File: src/rtl/nibble_sub_pkg.sv
// Shared types and constants for the nibble-serial subtractor.
package nibble_sub_pkg;

  typedef enum logic [1:0] {
    IDLE = 2'd0,
    BUSY = 2'd1,
    DONE = 2'd2
  } state_t;

  localparam int SLICE_W = 4;

  function automatic int nib_count(input int width);
    return width / SLICE_W;
  endfunction

endpackage

File: src/rtl/nibble_serial_sub_cla4_slice.sv
// 4-bit generate/propagate carry-lookahead adder slice, purely combinational.
module cla4_slice (
  input  logic [3:0] x,
  input  logic [3:0] y,
  input  logic       cin,
  output logic [3:0] s,
  output logic       cout
);

  logic [3:0] g;
  logic [3:0] p;
  logic [4:0] c;

  assign g = x & y;
  assign p = x ^ y;

  assign c[0] = cin;
  assign c[1] = g[0] | (p[0] & cin);
  assign c[2] = g[1] | (p[1] & g[0]) | (p[1] & p[0] & cin);
  assign c[3] = g[2] | (p[2] & g[1]) | (p[2] & p[1] & g[0]) | (p[2] & p[1] & p[0] & cin);
  assign c[4] = g[3] | (p[3] & g[2]) | (p[3] & p[2] & g[1]) | (p[3] & p[2] & p[1] & g[0])
              | (p[3] & p[2] & p[1] & p[0] & cin);

  assign s    = p ^ c[3:0];
  assign cout = c[4];

endmodule

File: src/rtl/nibble_serial_sub.sv
// Nibble-serial two's-complement subtractor: diff = a - b - bin, one CLA slice per clock.
// state | meaning
// IDLE  | waiting for operands, in_ready high
// BUSY  | computing nibble k through the shared slice
// DONE  | result held, out_valid high until out_ready
module nibble_serial_sub
  import nibble_sub_pkg::*;
#(
  parameter int WIDTH = 16
) (
  input  logic             clk,
  input  logic             rst_n,
  input  logic             in_valid,
  output logic             in_ready,
  input  logic [WIDTH-1:0] a,
  input  logic [WIDTH-1:0] b,
  input  logic             bin,
  output logic             out_valid,
  input  logic             out_ready,
  output logic [WIDTH-1:0] diff,
  output logic             bout,
  output logic             ovf
);

  localparam int NIB = nib_count(WIDTH);
  localparam int KW  = (NIB > 1) ? $clog2(NIB) : 1;

  state_t state;
  state_t state_nx;

  logic [KW-1:0]                  k;
  logic                           carry;
  logic [NIB-1:0][SLICE_W-1:0]    a_q;
  logic [NIB-1:0][SLICE_W-1:0]    b_q;
  logic [NIB-1:0][SLICE_W-1:0]    diff_q;
  logic [SLICE_W-1:0]             x;
  logic [SLICE_W-1:0]             y;
  logic [SLICE_W-1:0]             s;
  logic                           cout;
  logic                           accept;
  logic                           last;

  assign accept = in_valid && in_ready;
  assign last   = (k == KW'(NIB - 1));
  assign x      = a_q[k];
  assign y      = ~b_q[k];
  assign diff   = diff_q;

  cla4_slice u_slice (
    .x    (x),
    .y    (y),
    .cin  (carry),
    .s    (s),
    .cout (cout)
  );

  always_ff @(posedge clk or negedge rst_n) begin
    if (!rst_n) state <= IDLE;
    else        state <= state_nx;
  end

  always_comb begin
    state_nx = state;
    case (state)
      IDLE:    if (accept) state_nx = BUSY;
      BUSY:    if (last) state_nx = DONE;
      DONE:    if (out_ready) state_nx = IDLE;
      default: state_nx = IDLE;
    endcase
  end

  always_comb begin
    in_ready  = (state == IDLE);
    out_valid = (state == DONE);
  end

  // Subtraction as a + ~b + ~bin; the final carry is the inverted borrow.
  always_ff @(posedge clk or negedge rst_n) begin
    if (!rst_n) begin
      k      <= '0;
      carry  <= 1'b0;
      a_q    <= '0;
      b_q    <= '0;
      diff_q <= '0;
      bout   <= 1'b0;
      ovf    <= 1'b0;
    end else if (accept) begin
      a_q   <= a;
      b_q   <= b;
      carry <= ~bin;
      k     <= '0;
    end else if (state == BUSY) begin
      diff_q[k] <= s;
      carry     <= cout;
      k         <= last ? '0 : k + KW'(1);
      if (last) begin
        bout <= ~cout;
        ovf  <= (a_q[NIB-1][SLICE_W-1] != b_q[NIB-1][SLICE_W-1]) &&
                (s[SLICE_W-1] != a_q[NIB-1][SLICE_W-1]);
      end
    end
  end

endmodule

File: config.mk
export PLATFORM = sky130hd
export DESIGN_NAME = nibble_serial_sub
export DESIGN_NICKNAME = d
export VERILOG_FILES = /design/src/rtl/nibble_sub_pkg.sv /design/src/rtl/nibble_serial_sub_cla4_slice.sv /design/src/rtl/nibble_serial_sub.sv
export SDC_FILE = /design/constraint.sdc
export NUM_CORES = 1
export LEC_CHECK = 0
export CAP_MARGIN = 20
export CORE_MARGIN = 5
export CORE_UTILIZATION = 45
export CTS_CLUSTER_SIZE = 24
export DETAILED_ROUTE_END_ITERATION = 16
export PLACE_DENSITY_LB_ADDON = 0.08
export SYNTH_ARGS = -nofsm -noshare
export SYNTH_HDL_FRONTEND = slang
export SYNTH_SLANG_ARGS = --single-unit
File: constraint.sdc
create_clock -name clk -period 2.4 [get_ports clk]
set_input_delay 0.72 -clock clk [delete_from_list [all_inputs] [get_ports clk]]
set_output_delay 0.72 -clock clk [all_outputs]
set_load 0.03 [all_outputs]
# Yosys cells after proc, flatten, opt, wreduce, memory -nomap -nowiden
# Index checks and enable logic that the tools add are counted.
word_totals:
  regBits: 55
  input_bits: 37
  out_inout_bits: 20
  word_cells: 85
classes:
  addsub: 1
  magnitude_cmp: 2
  n_eq_ne: 8
  muxes: 16
  bitwise: 33
  reduce_logical: 8
op_table:
  columns: ["operator", "n"]
  rows:
  - ["bitwise AND 1 bit", 16]
  - ["binary-select mux 4 bit (select 2 bit)", 2]
  - ["bitwise mux 16 bit", 1]
  - ["two-way mux 2 bit", 6]
  - ["two-way mux 4 bit", 3]
  - ["OR 1 bit", 10]
  - ["demux 4 bit (select 2 bit)", 1]
  - ["XOR 4 bit", 2]
  - ["case mux 2 bit (3 select lines)", 1]
  - ["AND reduction 3 bit", 2]
  - ["bitwise AND 4 bit", 1]
  - ["equality test 2 bit (second input constant)", 2]
  - ["inequality test 2 x 1 -> 1 bit (second input constant)", 2]
  - ["NOT 4 bit", 1]
  - ["logical AND 1 bit", 3]
  - ["< comparator 2 x 3 -> 1 bit (second input constant)", 1]
  - ["NOT 1 bit", 3]
  - ["adder 2 x 1 -> 2 bit (second input constant)", 1]
  - ["equality test 2 x 1 -> 1 bit (second input constant)", 1]
  - ["greater-or-equal comparator 2 x 1 -> 1 bit (second input constant)", 1]
  - ["logical NOT 2 bit", 1]
  - ["two-way mux 1 bit", 2]
  - ["inequality test 1 bit", 2]
  - ["inequality test 2 bit (second input constant)", 1]
  - ["2 further kinds", 2]

# Logic depth before layout (Yosys ltp)
# Gate-level depths: netlist (run 1).
logic_depth:
  ltp_word: 11
  mapped_depth: 8
  mapped_depth_nobuf: 7

# Hierarchy
# Synthesis (run 1) repeated with hierarchy kept, for this count alone.
unflattened:
  hier_cells: 171
  hier_area_um2: 2613.8
modules_own_cells:
  columns: ["mod", "n_inst", "cells_each", "area_each_um2", "seq_area_each_um2"]
  rows:
  - ["nibble_serial_sub", 1, 154, 2466.1, 1376.3]
  - ["cla4_slice", 1, 17, 147.6, 0.0]

# Worst setup path before layout (run 1)
# Ideal clock, no wire load.
synth_path:
  path_kind: "reg-to-reg"
  startpoint: "register k[0]"
  endpoint: "register ovf"
  setup_time_ps: 87
  t_arrival_ps: 2486
  required_time_ps: 2313
  slack_ps: -172
  path_stages_with_launch: 8
  path_buffers: 1
  period_less_slack_ps: 2572
  cell_sequence: "dfrtp_1 buf_2 mux4_2 ha_1 a21o_2 and4_4 or3_4 o211ai_1"
synth_between:
  elab_chain_len: 11
  elab_cells_between_ends: 20
synth_rtl:
  columns: ["element", "line", "text"]
  rows:
  - ["from (decl)", "nibble_serial_sub.sv:31", "logic [KW-1:0] k;"]
  - ["from (signal assigned)", "nibble_serial_sub.sv:95", "k <= last ? '0 : k + KW'(1);"]
  - ["binary-select mux 4 bit (select 2 bit)", "nibble_serial_sub.sv:46", "assign y = ~b_q[k];"]
  - ["two-way mux 4 bit (not written as such)", "nibble_serial_sub.sv:46", null]
  - ["NOT 4 bit", "nibble_serial_sub.sv:46", null]
  - ["XOR 4 bit / bitwise AND 4 bit (equally long branches)", "nibble_serial_sub_cla4_slice.sv:15, nibble_serial_sub_cla4_slice.sv:14", null]
  - ["bitwise AND 1 bit", "nibble_serial_sub_cla4_slice.sv:20", "assign c[3] = g[2] | (p[2] & g[1]) | (p[2] & p[1] & g[0]) | (p[2] & p[1] & p[0] & cin);"]
  - ["OR 1 bit / bitwise AND 1 bit (equally long branches) (2 in a row)", "nibble_serial_sub_cla4_slice.sv:20", null]
  - ["OR 1 bit", "nibble_serial_sub_cla4_slice.sv:20", null]
  - ["XOR 4 bit", "nibble_serial_sub_cla4_slice.sv:24", "assign s = p ^ c[3:0];"]
  - ["inequality test 1 bit", "nibble_serial_sub.sv:99", "(s[SLICE_W-1] != a_q[NIB-1][SLICE_W-1]);"]
  - ["logical AND 1 bit", "nibble_serial_sub.sv:98", "ovf <= (a_q[NIB-1][SLICE_W-1] != b_q[NIB-1][SLICE_W-1]) &&"]
  - ["to (signal assigned)", "nibble_serial_sub.sv:98", null]
  - ["to (decl)", "nibble_serial_sub.sv:22", "output logic ovf"]
# Parallel ways exist; a longest one is shown, timed or not. The select of a mux whose other input is x is not followed.
# A chain may end at the register's enable or synchronous reset.

# Worst setup path after layout (run 1)
layout_path:
  startpoint: "register state[0]"
  endpoint: "output port out_valid"
layout_between:
  elab_chain_len: 1
layout_rtl:
  columns: ["element", "line", "text"]
  rows:
  - ["from (decl)", "nibble_serial_sub.sv:28", "state_t state;"]
  - ["from (signal assigned)", "nibble_serial_sub.sv:59", "else state <= state_nx;"]
  - ["equality test 2 bit", "nibble_serial_sub.sv:74", "out_valid = (state == DONE);"]
  - ["to (decl)", "nibble_serial_sub.sv:18", "output logic out_valid,"]
# Every way passes these cells.

==> results of run 1 <==
cells by family after synthesis:
kind of cell,Yosys count,synth area share
AOI/OAI and AO/OA,25,0.05915
DFF,55,0.5514
muxes,13,0.09473
xor gates and xnor gates,2,0.007019
adders and majority gates,9,0.04812
buffers and inverters,17,0.02757
and+or+nand+nor,129,0.2120
worst max-delay path, cell delays in order, from the launching register on:
cell and delay, ps:
dfrtp_1 420, nand2b_1 160, inv_1 50, clkdlybuf4s50_1 650
sequential cells by signal, indices dropped and copies added, names as in the netlist:
signal  flops
k           2
carry       1
a_q        16
diff       16
b_q        16
ovf         1
state       2
bout        1
layer usage:
| metal | up-vias | GRT usage | wire length, µm |
|---|---|---|---|
| li1 | 953 | - | - |
| met1 | 881 | 0.2010 | 2388 |
| met2 | 39 | 0.2555 | 2478 |
| met3 | 6 | 0.04711 | 294 |
| met4 | 0 | 0.03885 | 48 |
| met5 | - | 0 | 0 |
layout by cell type, fill, tap and decap left out, drive strengths merged:
cell,n
a21o,1
nand3b,1
nor3,1
o211ai,1
ha,8
o31ai,3
clkinv,1
o21ai,15
dlymetal6s2s,1
clkdlybuf4s50,54
clkbuf,6
or3,1
a211oi,1
and4,1
o221ai,1
xnor2,1
dfrtp,55
fa,1
mux4,8
mux2,5
a21oi,2
and2,1
and2b,1
or3b,1
inv,7
nor3b,1
nor2b,1
nor2,2
nand2,114
nand3,2
clkinvlp,1
xor2,1
buf,14
o21a,1
nand2b,2
synthesized netlist by cell type (all sizes together):
library cell and number:
nand2 114, dfrtp 55, o21ai 15, ha 8, mux4 8, inv 7
clkbuf 6, mux2 5, buf 4, o31ai 3, a21oi 2, nand2b 2
nand3 2, nor2 2, a211oi 1, a21o 1, and2 1, and2b 1
and4 1, fa 1, nand3b 1, nor2b 1, nor3 1, nor3b 1
o211ai 1, o21a 1, o221ai 1, or3 1, or3b 1, xnor2 1
xor2 1
metrics by stage:
step           utilization  setup slack (ps)
2_1_floorplan            -             5.046
3_3_place_gp        0.5924             61.97
3_5_place_dp        0.5924             47.15
4_1_cts             0.6080             18.04
5_1_grt             0.6156             3.453
6_report            0.6156             75.66
worst max path at each step:
stage / start / end / slack, ps / depth (start not counted)
3_5_place_dp: k[0] / carry / 50 / 7
2_1_floorplan: k[0] / ovf / 5 / 7
5_1_grt: k[0] / diff[15] / 3 / 7
6_report: state[0] / out_valid / 80 / 3
4_1_cts: k[0] / carry / 20 / 8
3_3_place_gp: k[0] / carry / 60 / 8
power by group through the flow:
| stage | logic (µW) | clock network [µW] | registers [µW] |
|---|---|---|---|
| floorplan | 1760 | 0 | 1890 |
| global route | 3490 | 549 | 1740 |
| detailed placement | 3010 | 0 | 1700 |
| CTS | 3020 | 512 | 1680 |
| finish | 3140 | 497 | 1670 |
| global placement | 2940 | 0 | 1690 |
layout make-up:
| class | instances | area (µm²) | area share |
|---|---|---|---|
| sequential | 55 | 1378 | 0.4114 |
| clock inverter | 2 | 12.51 | 0.003737 |
| inverter | 7 | 26.28 | 0.007848 |
| timing repair buffer | 69 | 671.9 | 0.2007 |
| tap | 72 | 90.09 | 0.02691 |
| multi-input combinational | 178 | 1097 | 0.3277 |
| clock buffer | 6 | 72.57 | 0.02167 |
==> impl_metrics.ini, run 1 <==
[outcome]
status = completed

[sta]
worst_slew_pin_slew_ps = 327.9
clock.fmax_ghz = 0.4302
tns_ps = 0
slew_viol_final = 0
relSlewSlack = 0.7799
skew_ps = 5.132
whs_ps = 378.0
finalSetupViolCount = 0
hold_viol_final = 0
fin_crit_sh = 0.9685
rsz0062_at_grt = false
period_minus_slack_ps = 2324

[floorplanning]
coreArea_um2 = 5439
dieArea_um2 = 7137
die_w_um = 84.48
num_io_pins = 57
fp.dieH_um = 84.48
row_count = 27
start_util = 0.4589

[global_route]
track_usage = 0.1552
grt_overflow = 0
grt_pass1_wl_mm = 8.845
antenna_found_initial = 0
grt_max_degree = 56
grt_pass1_vias = 1899

[synthesis]
synth_top_cell_by_area = dfrtp_1
synth_seq_cells = 55
seq_area_frac_synth = 0.5514
avgSynthCellArea_um2 = 9.985
synthesis.area_um2 = 2496
synthesis.nets = 296
synth_top_area_frac = 0.5514
syn_inst = 250
synthTopCellsByArea = dfrtp_1, nand2_1, mux4_2
ys_warn_count = 0
synth.distinct_cells = 31

[power]
p_sw_uw = 2204
ir_drop_mv = 0.7774
power_density_nw_per_um2 = 1586
p_total_uw = 5312
swShare = 0.4150
internal-power_uw = 3107
clockPowerShare = 0.094
seq_power_share = 0.315
power_leakage_uw = 0.001589
combPwrFrac = 0.591

[setup_path]
critPathLaunchType = flop
timing.rr.end = ovf
r2r_cells = 7
reg2reg_slack_ps = 130
criticalPathCategory = reg -> out
arrival_ps = 1600
worstSetupEndpointType = primary output
crit_fanout = 5
regToRegStartpoint = k[0]
cp_data_required_time_ps = 1680

[final_layout]
fin_cells = 389
final_nets = 362
area_growth_pct = 34.14
fillCellCount = 486
drive_above_1_share = 0.1420
design_area_um2 = 3348
diodes = 0

[clock_network]
holdBufCountCts = 0
clk_pin_slew_worst_paths_ps = 90
post_cts_buffers = 0
cts_resized = 0
cts_tree = done
clockBufferDepth = 2
cts.sinks = 55
insertion_delay_ps = 310
cts_root_buf = clkbuf_8
numCtsBuffers = 5
cts_max_level = 2

[route]
ant_nets = 0
firstDrtPassIters = 4
drtIter0Drc = 91
drc_errors = 0
viasPerCell = 4.830
wire_per_inst_um = 13.39
postRouteWirelength_mm = 5.209
vias = 1879

[min_path]
hp-class = in -> async

[place]
dpl-instance-area_um2 = 3222
portBuffers = 56
dp_hpwl_mm = 3.974
dp_cells = 381
place_congestion = 0.8338

[job]
max-cap-violations = 0
No activity file was read; power rests on OpenSTA's default activity.
==> run 2, diff against run 1 <==
--- a/config.mk
+++ b/config.mk
@@ -10,7 +10,7 @@
 export CORE_UTILIZATION = 45
 export CTS_CLUSTER_SIZE = 24
 export DETAILED_ROUTE_END_ITERATION = 16
-export PLACE_DENSITY_LB_ADDON = 0.08
+export PLACE_DENSITY = 0.73
 export SYNTH_ARGS = -nofsm -noshare
 export SYNTH_HDL_FRONTEND = slang
 export SYNTH_SLANG_ARGS = --single-unit
==> impl_metrics.ini, run 2 (synthesized netlist as in run 1, its figures left out) <==
[outcome]
status = completed

[place]
portBuffers = 56
place_congestion = 0.8678
dp_hpwl_mm = 4.058
dpl-instance-area_um2 = 3214
dp_cells = 380

[setup_path]
worstSetupEndpointType = flop
cp_data_required_time_ps = 2590
criticalPathCategory = reg -> reg
crit_fanout = 4
arrival_ps = 2540
critPathLaunchType = flop

[power]
power_density_nw_per_um2 = 1644
p_sw_uw = 2265
internal-power_uw = 3326
swShare = 0.4051
power_leakage_uw = 0.001618
clockPowerShare = 0.127
combPwrFrac = 0.571
seq_power_share = 0.302
ir_drop_mv = 0.6976

[route]
ant_nets = 0
vias = 1894
firstDrtPassIters = 4
viasPerCell = 4.856
wire_per_inst_um = 13.69
drtIter0Drc = 69
postRouteWirelength_mm = 5.340
drc_errors = 0

[floorplanning]
num_io_pins = 57
coreArea_um2 = 5439
dieArea_um2 = 7137
die_w_um = 84.48
fp.dieH_um = 84.48
row_count = 27
start_util = 0.4589

[sta]
rsz0062_at_grt = true
clock.fmax_ghz = 0.4260
period_minus_slack_ps = 2347
fin_crit_sh = 0.9781
skew_ps = 12.03
slew_viol_final = 0
hold_viol_final = 0
finalSetupViolCount = 0
worst_slew_pin_slew_ps = 552.1
relSlewSlack = 0.6319
tns_ps = 0

[final_layout]
drive_above_1_share = 0.1384
final_nets = 363
final_common_cell = nand2_1
diodes = 0
area_growth_pct = 36.19
final_cell_mix = nand2_1, dfrtp_1, clkdlybuf4s50_1
design_area_um2 = 3400
fin_cells = 390

[clock_network]
cts_root_buf = clkbuf_8
clk_pin_slew_worst_paths_ps = 100
numCtsBuffers = 5
holdBufCountCts = 0
cts_tree = done
cts.sinks = 55
insertion_delay_ps = 310
cts_max_level = 2
clockBufferDepth = 2

[global_route]
grt_pass1_wl_mm = 8.921
grt_overflow = 0
track_usage = 0.1554
antenna_found_initial = 0
grt_max_degree = 34
grt_pass1_vias = 1958

[job]
max-cap-violations = 0

[min_path]
hp-class = in -> async
[run 2: changes by cell type in the layout (fill, tap and decap cells not counted), sizes merged]
cell      before  now
clkinv         1    0
clkinvlp       1    0
buf           14   15
bufinv         0    2
[run 2: area by class of cell]
class | instances | area, µm²
fill | 473 | 2039
sequential | 55 | 1378
multi-input combinational | 178 | 1094
timing repair buffer | 70 | 679.4
tap | 72 | 90.09
clock buffer | 6 | 72.57
clock inverter | 2 | 60.06
inverter | 7 | 26.28
[run 2: final timing paths]
check | startpoint | to | slack (ps) | depth (start not counted)
worst max register to register | k[0] | ovf | 50 | 8
worst max-delay path | k[0] | ovf | 50 | 8
worst min register to register | a_q[2] | a_q[2] | 480 | 2
worst min-delay path | rst_n | a_q[3] | 380 | 1
min in group clk | a_q[2] | a_q[2] | 480 | 2
max in group asynchronous | rst_n | a_q[5] | 1450 | 2
[run 2: metal layers]
metal / vias up / part of all wire / wire [µm] / track usage
met4: 0 / 0.016 / 88 / 0.04460
met1: 882 / 0.44 / 2329 / 0.1959
met3: 8 / 0.055 / 294 / 0.03729
li1: 947 / - / - / -
met5: - / 0 / 0 / 0
met2: 57 / 0.49 / 2628 / 0.2662
[run 2: power by group through the flow]
stage	clock network (µW)	logic (µW)	registers (µW)
after floorplan	0	1760	1890
after global placement	0	2900	1700
after detailed placement	0	3000	1710
after CTS	719	3040	1700
after global routing	763	3520	1740
final	708	3190	1690
[run 2: what timing repair did]
item,CTS,global route
resized for setup,3,7
endpoints found under the setup margin,7,7
setup buffers,0,2
pin swaps,0,4
hold endpoints to repair,0,0
[run 2: stage by stage]
stage / worst slack, ps / util / total power, µW / hold WS [ps]
floorplan: 5.046 / - / 3645 / 424.4
global placement: -3.398 / 0.5910 / 4592 / 455.9
detailed placement: -64.19 / 0.5910 / 4714 / 463.7
CTS: 41.99 / 0.6172 / 5461 / 393.6
global route: -42.65 / 0.6250 / 6031 / 413.3
finish: 52.56 / 0.6250 / 5590 / 381.5
[run 2: critical path: stages, from the launching register on]
cell      delay, ps
dfrtp_2         420
buf_4           120
mux4_2          530
ha_4            230
a21o_2          220
and4_4          190
buf_4           130
o31ai_1         260
o211ai_1        120
==> run 3, diff against run 2 <==
--- a/config.mk
+++ b/config.mk
@@ -10,7 +10,7 @@
 export CORE_UTILIZATION = 45
 export CTS_CLUSTER_SIZE = 24
 export DETAILED_ROUTE_END_ITERATION = 16
-export PLACE_DENSITY = 0.73
+export PLACE_DENSITY = 0.76
 export SYNTH_ARGS = -nofsm -noshare
 export SYNTH_HDL_FRONTEND = slang
 export SYNTH_SLANG_ARGS = --single-unit
==> impl_metrics.ini, run 3 (synthesized netlist as in run 1, its figures left out) <==
[floorplanning]
die_w_um = 84.48
dieArea_um2 = 7137
coreArea_um2 = 5439
start_util = 0.4589
num_io_pins = 57
row_count = 27
fp.dieH_um = 84.48

[route]
firstDrtPassIters = 4
vias = 1950
drtIter0Drc = 126
ant_nets = 0
dr_wl_met2_mm = 2.725
wl_met3_um = 311
drt-met1-wl_mm = 2.383
postRouteWirelength_mm = 5.566
top_layer_used = met4
drc_errors = 0
wire_per_inst_um = 14.20
viasPerCell = 4.974

[setup_path]
crit_fanout = 5
r2r_cells = 7
cpPeakStageDelay_ps = 530
crit_chain = buf_6 -> mux4_2 -> ha_4 -> o21ai_2 -> o21a_1 -> or3_4 -> o211ai_1
cp_slowest_cell = mux4_2
critPathLaunchType = flop
timing.rr.end = ovf
criticalPathCategory = reg -> reg
regToRegStartpoint = k[0]
cp.depth = 7
path_delay_family = multiplexers
arrival_ps = 2590
reg2reg_slack_ps = 50
worst-path-buf-inv = 1
cp_data_required_time_ps = 2630
worstSetupEndpointType = flop

[power]
power_leakage_uw = 0.001655
combPwrFrac = 0.601
clockPowerShare = 0.106
seq_power_share = 0.293
p_total_uw = 5751
p_sw_uw = 2370
power_density_nw_per_um2 = 1674
ir_drop_mv = 0.7349
swShare = 0.4121
internal-power_uw = 3381

[clock_network]
cts_tree = done
cts.sinks = 55
numCtsBuffers = 5
cts_root_buf = clkbuf_8
holdBufCountCts = 0
clockBufferDepth = 2
cts_max_level = 2
clk_pin_slew_worst_paths_ps = 90
insertion_delay_ps = 310

[place]
portBuffers = 56
place_congestion = 0.8685
dp_hpwl_mm = 4.238
dpl-instance-area_um2 = 3234

[sta]
fin_crit_sh = 0.9810
clock.fmax_ghz = 0.4247
tns_ps = 0
worst_slew_pin_slew_ps = 594.7
skew_ps = 5.943
slew_viol_final = 0
relSlewSlack = 0.6026
whs_ps = 401.5
hold_viol_final = 0
rsz0062_at_grt = true
finalSetupViolCount = 0
period_minus_slack_ps = 2355

[final_layout]
final_common_cell = nand2_1
final_nets = 365
design_area_um2 = 3435
area_growth_pct = 37.59
fin_util = 0.6315
diodes = 0
final_cell_mix = nand2_1, dfrtp_1, clkdlybuf4s50_1
drive_above_1_share = 0.1563

[global_route]
grt_max_degree = 34
antenna_found_initial = 0
grt_pass1_wl_mm = 9.701
track_usage = 0.1691
grt_overflow = 0
grt_pass1_vias = 2093

[outcome]
status = completed

[job]
max-cap-violations = 0

[min_path]
hp-class = in -> async
## run 3: routing by layer
layer / track usage / up-vias
met5: 0 / -
met4: 0.07338 / 0
met3: 0.03729 / 13
met2: 0.2875 / 57
met1: 0.2064 / 927
li1: - / 953
## run 3: what timing repair did
| action | CTS | global route |
|---|---|---|
| hold endpoints to repair | 0 | 0 |
| setup endpoints to repair | 5 | 13 |
| cloned | 0 | 0 |
| setup buffers | 2 | 1 |
| gates resized for setup | 4 | 13 |
| pin swaps | 0 | 5 |
## run 3: area by class of cell
| type | count | area [µm²] |
|---|---|---|
| fill | 457 | 2004 |
| multi-input combinational | 178 | 1115 |
| timing repair buffer | 72 | 713.2 |
| inverter | 7 | 26.28 |
| sequential | 55 | 1378 |
| clock buffer | 5 | 68.82 |
| tap | 72 | 90.09 |
| clock inverter | 3 | 43.79 |
## run 3: how the worst max path moves through the flow
stage | startpoint | to | slack (ps)
floorplan | k[0] | ovf | 5
global placement | k[0] | carry | 90
detailed placement | k[0] | diff[7] | -30
CTS | state[0] | in_ready | 20
global route | k[0] | ovf | -60
finish | k[0] | ovf | 50
## run 3: stage by stage
stage	instances	worst slack (ps)
floorplan	250	5.046
global placement	381	86.90
detailed placement	381	-27.93
CTS	391	21.82
global route	392	-56.40
finish	392	45.48
## run 3: worst reg2reg max path, delay by kind of cell (launching register included)
| kind | cells | cell delay [ps] |
|---|---|---|
| AOI/OAI and AO/OA | 3 | 440 |
| adders and majority gates | 1 | 310 |
| buffers and inverters | 1 | 150 |
| DFF | 1 | 430 |
| muxes | 1 | 530 |
| and+or+nand+nor | 1 | 420 |
## run 3: power by group through the flow
stage / logic [µW] / clock network (µW) / registers, µW
after CTS: 3120 / 627 / 1690
after global routing: 3810 / 666 / 1750
final: 3460 / 610 / 1680
after global placement: 2920 / 0 / 1690
after detailed placement: 3050 / 0 / 1700
after floorplan: 1760 / 0 / 1890
